### src/rtl/acc_tdm.sv
// Time-multiplexed signed accumulator: NCH channels share one adder/subtractor.
// Optional clamp on signed overflow, sticky overflow flag, registered tagged output.
module acc_tdm #(
  parameter int W   = 12,
  parameter int NCH = 4,
  parameter int CHW = 2,
  parameter int SAT = 0
) (
  input  logic           clk_i,
  input  logic           rst_i,
  input  logic           sclr_i,
  input  logic           in_vld_i,
  input  logic           ch_sync_i,
  input  logic           acc_i,
  input  logic           sub_i,
  input  logic [W-1:0]   b_i,
  output logic [W-1:0]   q_o,
  output logic           co_o,
  output logic           ov_o,
  output logic           ovs_o,
  output logic           out_vld_o,
  output logic [CHW-1:0] out_ch_o
);

  localparam logic [CHW-1:0] LAST_CH = CHW'(NCH - 1);
  localparam logic [W-1:0]   POS_MAX = {1'b0, {(W-1){1'b1}}};
  localparam logic [W-1:0]   NEG_MIN = {1'b1, {(W-1){1'b0}}};

  logic [W-1:0]   m_q [NCH];
  logic [W-1:0]   m_d;
  logic [CHW-1:0] ptr_q, ptr_d;

  logic [W-1:0]   q_q, q_d;
  logic           co_q, co_d;
  logic           ov_q, ov_d;
  logic           ovs_q, ovs_d;
  logic           vld_q, vld_d;
  logic [CHW-1:0] och_q, och_d;

  logic [CHW-1:0] ch_sel;
  logic [W-1:0]   op_a;
  logic [W-1:0]   op_b;
  logic [W:0]     sum;
  logic           carry_msb_in;
  logic           ovf;
  logic           sat_neg;

  // CH_SYNC realigns the round-robin to channel 0 for this sample.
  assign ch_sel = ch_sync_i ? '0 : ptr_q;

  // Read of the stored value is combinational so back-to-back samples see the update.
  assign op_a = acc_i ? m_q[ch_sel] : '0;
  assign op_b = sub_i ? ~b_i : b_i;
  assign sum  = {1'b0, op_a} + {1'b0, op_b} + {{W{1'b0}}, sub_i};

  // Carry into the MSB recovered from the MSB sum bit and its operand bits.
  assign carry_msb_in = sum[W-1] ^ op_a[W-1] ^ op_b[W-1];
  assign ovf          = carry_msb_in ^ sum[W];

  // On overflow both operands share a sign; with ACC=0 A is zero, so use B'.
  assign sat_neg = acc_i ? op_a[W-1] : op_b[W-1];

  always_comb begin
    m_d = sum[W-1:0];
    if ((SAT != 0) && ovf) begin
      m_d = sat_neg ? NEG_MIN : POS_MAX;
    end
  end

  always_comb begin
    ptr_d = ptr_q;
    if (in_vld_i) begin
      ptr_d = (ch_sel == LAST_CH) ? '0 : ch_sel + CHW'(1);
    end
  end

  always_comb begin
    q_d   = q_q;
    co_d  = co_q;
    ov_d  = ov_q;
    ovs_d = ovs_q;
    vld_d = 1'b0;
    och_d = och_q;
    if (sclr_i) begin
      q_d   = '0;
      co_d  = 1'b0;
      ov_d  = 1'b0;
      ovs_d = 1'b0;
      och_d = '0;
    end else if (in_vld_i) begin
      q_d   = m_d;
      co_d  = sum[W];
      ov_d  = ovf;
      ovs_d = ovs_q | ovf;
      vld_d = 1'b1;
      och_d = ch_sel;
    end
  end

  always_ff @(posedge clk_i or posedge rst_i) begin
    if (rst_i) begin
      for (int i = 0; i < NCH; i++) begin
        m_q[i] <= '0;
      end
    end else if (sclr_i) begin
      for (int i = 0; i < NCH; i++) begin
        m_q[i] <= '0;
      end
    end else if (in_vld_i) begin
      m_q[ch_sel] <= m_d;
    end
  end

  always_ff @(posedge clk_i or posedge rst_i) begin
    if (rst_i) begin
      ptr_q <= '0;
    end else if (sclr_i) begin
      ptr_q <= '0;
    end else begin
      ptr_q <= ptr_d;
    end
  end

  always_ff @(posedge clk_i or posedge rst_i) begin
    if (rst_i) begin
      q_q   <= '0;
      co_q  <= 1'b0;
      ov_q  <= 1'b0;
      ovs_q <= 1'b0;
      vld_q <= 1'b0;
      och_q <= '0;
    end else begin
      q_q   <= q_d;
      co_q  <= co_d;
      ov_q  <= ov_d;
      ovs_q <= ovs_d;
      vld_q <= vld_d;
      och_q <= och_d;
    end
  end

  assign q_o       = q_q;
  assign co_o      = co_q;
  assign ov_o      = ov_q;
  assign ovs_o     = ovs_q;
  assign out_vld_o = vld_q;
  assign out_ch_o  = och_q;

endmodule

### config.mk
export PLATFORM = sky130hd
export DESIGN_NAME = acc_tdm
export DESIGN_NICKNAME = d
export VERILOG_FILES = /design/src/rtl/acc_tdm.sv
export SDC_FILE = /design/constraint.sdc
export NUM_CORES = 1
export LEC_CHECK = 0
export ABC_AREA = 0
export BUFFER_PORTS_ARGS = -buffer_cell sky130_fd_sc_hd__buf_2
export CAP_MARGIN = 5
export CORE_MARGIN = 8
export CORE_UTILIZATION = 39
export DETAILED_ROUTE_END_ITERATION = 16
export MAX_ROUTING_LAYER = met4
export PLACE_DENSITY = 0.66
export SLEW_MARGIN = 15
export SYNTH_ARGS = -nofsm -noshare
export SYNTH_HDL_FRONTEND = slang
export SYNTH_SLANG_ARGS = --single-unit
### constraint.sdc
create_clock -name clk_i -period 7.3 [get_ports clk_i]
set_input_delay 1.46 -clock clk_i [delete_from_list [all_inputs] [get_ports clk_i]]
set_output_delay 1.46 -clock clk_i [all_outputs]
set_load 0.03 [all_outputs]
Yosys cells after proc, flatten, opt, wreduce, memory -nomap -nowiden
Cells that the tools add are included.
{"block": "word_totals", "mem_bits_ro": 0, "ram_bits": 0, "mem_count": 0, "word_cells": 51, "latchBits": 0, "ff_bits": 68}
{"block": "op_classes", "n_eq_ne": 1, "n_mux": 26, "addsub": 3, "reduce_logical": 2, "magnitude_cmp": 2, "div_mod_pow": 0, "mul": 0, "bitwise_logic": 6, "shift": 0}
{"op": "48-bit two-way mux", "count": 2}
{"op": "12-bit two-way mux", "count": 7}
{"op": "48-bit bitwise mux", "count": 1}
{"op": "12-bit binary-select mux with 2-bit select", "count": 1}
{"op": "12-bit demux with 2-bit select", "count": 1}
{"op": "12-bit by 12-bit adder with 13-bit output", "count": 1}
{"op": "13-bit by 1-bit adder with 13-bit output", "count": 1}
{"op": "2-bit two-way mux", "count": 6}
{"op": "12-bit NOT", "count": 1}
{"op": "1-bit two-way mux", "count": 8}
{"op": "3-bit greater-or-equal comparator, second input constant", "count": 1}
{"op": "3-bit by 1-bit less-than comparator with 1-bit output, second input constant", "count": 1}
{"op": "2-bit NOT with 3-bit output", "count": 1}
{"op": "1-bit bitwise XOR", "count": 3}
{"op": "2-bit by 1-bit adder with 2-bit output, second input constant", "count": 1}
{"op": "2-bit equality test, second input constant", "count": 1}
{"op": "2-bit nonzero test", "count": 1}
{"op": "1-bit logical AND", "count": 1}
{"op": "1-bit OR", "count": 1}

Longest topological paths before layout
{"block": "depth", "depth_word": 14, "ltp_mapped": 14, "depth_no_buf": 12}

Least setup slack after synthesis
No wires, ideal clock.
{"block": "synth_path", "path_type": "input to register", "from": "input port ch_sync_i", "to": "register ovs_q (netlist: ovs_o)", "required_time_ns": 7.160, "setup_ns": 0.140, "setup_slack_ns": 3.100, "cell_stages": 13, "t_arrival_ns": 4.060, "path_buffers": 2, "cell_sequence": "and2b_1 -> inv_2 -> clkbuf_1 -> nand2_1 -> a311oi_1 -> ha_1 -> clkbuf_2 -> a21o_1 -> a2111oi_0 -> o31a_1 -> o211ai_1 -> a211oi_1 -> o32ai_1"}
{"block": "synth_between", "elab_chain_cells": 14}
{"element": "from (decl)", "line_no": "13", "source": "input logic ch_sync_i,"}
{"element": "2-bit two-way mux (*)", "line_no": "49", "source": "assign ch_sel = ch_sync_i ? '0 : ptr_q;"}
{"element": "2-bit NOT with 3-bit output (implied by the code) (*)", "line_no": "52", "source": "assign op_a = acc_i ? m_q[ch_sel] : '0;"}
{"element": "12-bit binary-select mux with 2-bit select (*)", "line_no": "52"}
{"element": "12-bit two-way mux (implied by the code) (*) (2 in series)", "line_no": "52"}
{"element": "12-bit two-way mux (*)", "line_no": "52"}
{"element": "12-bit by 12-bit adder with 13-bit output", "line_no": "54", "source": "assign sum = {1'b0, op_a} + {1'b0, op_b} + {{W{1'b0}}, sub_i};"}
{"element": "13-bit by 1-bit adder with 13-bit output", "line_no": "54"}
{"element": "1-bit bitwise XOR (2 in series)", "line_no": "57", "source": "assign carry_msb_in = sum[W-1] ^ op_a[W-1] ^ op_b[W-1];"}
{"element": "1-bit bitwise XOR (*)", "line_no": "58", "source": "assign ovf = carry_msb_in ^ sum[W];"}
{"element": "1-bit OR (*)", "line_no": "94", "source": "ovs_d = ovs_q | ovf;"}
{"element": "1-bit two-way mux (*)", "line_no": "90", "source": "end else if (in_vld_i) begin"}
{"element": "1-bit two-way mux (*)", "line_no": "84", "source": "if (sclr_i) begin"}
{"element": "to (signal assigned)", "line_no": "136", "source": "ovs_q <= ovs_d;"}
{"element": "to (decl)", "line_no": "36", "source": "logic ovs_q, ovs_d;"}
Every way passes the cells marked *; elsewhere a longest branch is shown, timed or not. The select of a mux whose other input is x is not followed.
A chain may end at the register's enable or synchronous reset.

Worst setup path after layout
{"block": "layout_path", "from": "input port ch_sync_i", "to": "register m_q[10] (netlist name)"}
{"block": "layout_between", "elab_chain_cells": 11}
{"element": "2-bit two-way mux (*)", "line_no": "49"}
{"element": "2-bit NOT with 3-bit output (implied by the code) (*)", "line_no": "52, 110"}
{"element": "12-bit binary-select mux with 2-bit select", "line_no": "52"}
{"element": "12-bit two-way mux (implied by the code) (2 in series)", "line_no": "52"}
{"element": "12-bit two-way mux", "line_no": "52"}
{"element": "12-bit by 12-bit adder with 13-bit output", "line_no": "54"}
{"element": "13-bit by 1-bit adder with 13-bit output", "line_no": "54"}
{"element": "48-bit bitwise mux (*)", "line_no": "110", "source": "m_q[ch_sel] <= m_d;"}
{"element": "48-bit two-way mux (*)", "line_no": "109", "source": "end else if (in_vld_i) begin"}
{"element": "48-bit two-way mux (*)", "line_no": "105", "source": "end else if (sclr_i) begin"}
{"element": "to (signal, indexed assignment)", "line_no": "110"}
{"element": "to (decl)", "line_no": "29", "source": "logic [W-1:0] m_q [NCH];"}
Marks and branches as above.

==> impl_metrics.toml <==
[synth]
syn_area_per_cell_um2 = 9.409
synth_seq_cells = 68
synthesis.nets = 460
synth_enable_flop_cells = 0
synth.cell_area_mm2 = 0.003999
post_synth_num_cell_types = 60
total_of_warnings_raised_by_yosys = 0
synth-seq-area-share_pct = 42.55
postSynth.topFlopCell = "sky130_fd_sc_hd__dfrtp_1"
postSynth.asyncResetShare_pct = 100.0
syn_inst = 425

[power_and_ir_drop]
power_dens_cells_mw_per_mm2 = 219.3
report.power.total_uw = 980.9
cellLeakagePower_uw = 0.002028
vdd.ir_drop.worst_uv = 96.37

[floorplanning]
start_util_pct = 39.44
floorplan.core_area_mm2 = 0.01014
rows = 37
io_pins = 37
die_area_mm2 = 0.01375
die-width_um = 117.3
die_height_um = 117.3

[finish]
layout_commonest_cell = "sky130_fd_sc_hd__dfrtp_1"
fin_cells = 589
drive_gt1_share_pct = 14.79
layout_common_cells = "sky130_fd_sc_hd__dfrtp_1, sky130_fd_sc_hd__nand2_1, sky130_fd_sc_hd__buf_2, sky130_fd_sc_hd__nor2_1, sky130_fd_sc_hd__a21oi_1"
antenna-diode-count = 0
fin_nets = 483
flow.area_growth_from_synthesis_pct = 11.83

[clock_tree]
clock_tree_from_tritoncts = "built"
htree_num_levels = 3
cts_sinks = 68
cts_resized = 0
cts_max_path_buffers = 2
clockRootBuffer = "sky130_fd_sc_hd__clkbuf_8"
cts_hold_buffers = 0
cts_post_setup_buffers_inserted = 0
worst_setup_hold_path_clk_slew_ns = 0.08
tritoncts.num_buffers = 9
worst_skew_pair.late_latency_ns = 0.36

[timing]
clock-skew-final_ns = 0.01302
layout_worst_path_cycle_share_pct = 64.69
clock.fmax_mhz = 211.7
timing.setup.tns_ns = 0
hold-worst-slack_ns = 0.4778
max_slew_margin_pct = 28.84
timing_hold_violations_final = 0
timing_max_transition_violations_final = 0
finalSetupViolCount = 0
rsz0062_at_grt = "no"
timing.final.crit_period_ns = 4.723
timing_worst_slew_pin_value_ns = 1.067

[run]
cap_violations = 0

[grt]
gr-total-overflow = 0
antenna_found_initial = 0
groute.usage.overall_pct = 18.35
grt_first_pass_wirelength_mm = 18.48
grt_max_degree = 69
grt_pass1_vias = 3381

[placement]
port-buffer-count = 36
detailed_place_hpwl_mm = 8.300
globalplace.congestion = 0.9089
placedCellCount = 573

[detailed_routing]
wire_per_inst_um = 19.48
vias = 3309
detail_route.first_pass.iterations = 4
drt_first_iter_violations = 224
drt.antenna.violating_nets = 0
wirelength_mm = 11.47
route.detailed.vias_per_inst = 5.618
drc = 0

[run_status]
status = "complete, no violations"

[setup_path]
endpoint_kind = "flip-flop"
arrival_ns = 4.97
cp_max_fo = 15
worstPathRequired_ns = 7.54
type_of_the_setup_path_with_the_least_slack = "in -> reg"
startpoint_type = "input port"

[hold_path]
min-delay-path-class = "reg -> reg"
==> metrics by stage <==
step / setup slack, ns / area, µm² / util [%]
detailed placement: 2.245 / 4262 / 42.03
finish: 2.577 / 4472 / 44.11
floorplan: 3.100 / 3999 / -
global placement: 2.334 / 4262 / 42.03
global route: 2.365 / 4472 / 44.11
CTS: 2.613 / 4472 / 44.11
==> flip-flops by register name, summed over array words and instances (netlist names) <==
register and count:
ptr_q 2, co_o 1, out_ch_o 2, q_o 12, ov_o 1, ovs_o 1
m_q 48, out_vld_o 1
==> report_power, final <==
part	internal, µW	switching (µW)	leakage (µW)
Clock	177	156	0.000102
Combinational	75.0	163	0.000998
Sequential	399	11.8	0.000927
==> critical path, cell delays in order <==
cell                       delay (ns)
sky130_fd_sc_hd__buf_2           0.13
sky130_fd_sc_hd__and2b_1         0.58
sky130_fd_sc_hd__inv_2           0.26
sky130_fd_sc_hd__nand2_1         0.13
sky130_fd_sc_hd__a311oi_1        0.19
sky130_fd_sc_hd__fa_1            0.55
sky130_fd_sc_hd__a211oi_1        0.41
sky130_fd_sc_hd__o21a_1          0.24
sky130_fd_sc_hd__o31ai_1         0.11
sky130_fd_sc_hd__a21oi_2         0.47
sky130_fd_sc_hd__nor4_1          0.12
sky130_fd_sc_hd__a211o_1         0.31
==> layer usage <==
metal | track usage, % | share of wire [%] | vias up
met1 | 24.04 | 47 | 1635
li1 | - | - | 1594
met3 | 2.873 | 4.5 | 13
met4 | 6.314 | 1.4 | 0
met5 | - | 0 | -
met2 | 28.29 | 47 | 67
==> synthesized netlist by cell type, drive strengths merged (6+ instances only) <==
| cell type | n | area, µm² |
|---|---|---|
| clkbuf | 22 | 83.83 |
| a311oi | 10 | 87.58 |
| xor2 | 15 | 131.4 |
| and2 | 8 | 50.05 |
| a211oi | 19 | 142.6 |
| dfrtp | 68 | 1702 |
| nand3 | 9 | 45.04 |
| inv | 8 | 30.03 |
| a21o | 7 | 52.55 |
| nor2 | 32 | 120.1 |
| mux2i | 8 | 80.08 |
| a211o | 7 | 61.31 |
| o21ai | 6 | 30.03 |
| ha | 15 | 187.7 |
| o31ai | 7 | 52.55 |
| nor2b | 11 | 71.32 |
| a21oi | 27 | 138.9 |
| nand2 | 63 | 236.5 |
| a22o | 13 | 113.9 |
==> cells by family after synthesis <==
kind of cell             after synthesis  share of synthesized area [%]
AND/OR/NAND/NOR                      155                          18.99
AO/OA/AOI/OAI                        124                          23.62
flip-flops                            68                          42.55
buffers and inverters                 35                          3.410
XOR/XNOR                              18                          3.943
adder cells (fa/ha/maj)               16                          5.194
multiplexers                           9                          2.284
==> path summary, 6_finish.rpt <==
kind                       slack [ns]                   to  depth (start not counted)            startpoint
min in group asynchronous        1.36  m_q[22]$_DFFE_PP0P_                          3                 rst_i
hold / removal                   0.48   q_o[4]$_DFFE_PP0P_                          1    q_o[4]$_DFFE_PP0P_
max in group asynchronous        5.36  m_q[31]$_DFFE_PP0P_                          3                 rst_i
setup reg to reg                 3.20  m_q[10]$_DFFE_PP0P_                         12  ptr_q[0]$_DFFE_PP0P_
hold reg to reg                  0.48   q_o[4]$_DFFE_PP0P_                          1    q_o[4]$_DFFE_PP0P_
setup / recovery                 2.58  m_q[10]$_DFFE_PP0P_                         12             ch_sync_i
==> area by class of cell <==
cell class / count / area [µm²]
clock buffer: 11 / 151.4
clock inverter: 5 / 58.81
fill: 1004 / 5667
inverter: 9 / 33.78
multi-input combinational: 322 / 2161
sequential: 68 / 1702
tap: 136 / 170.2
timing repair buffer: 38 / 195.2
Power figures use the tool's default switching activity.
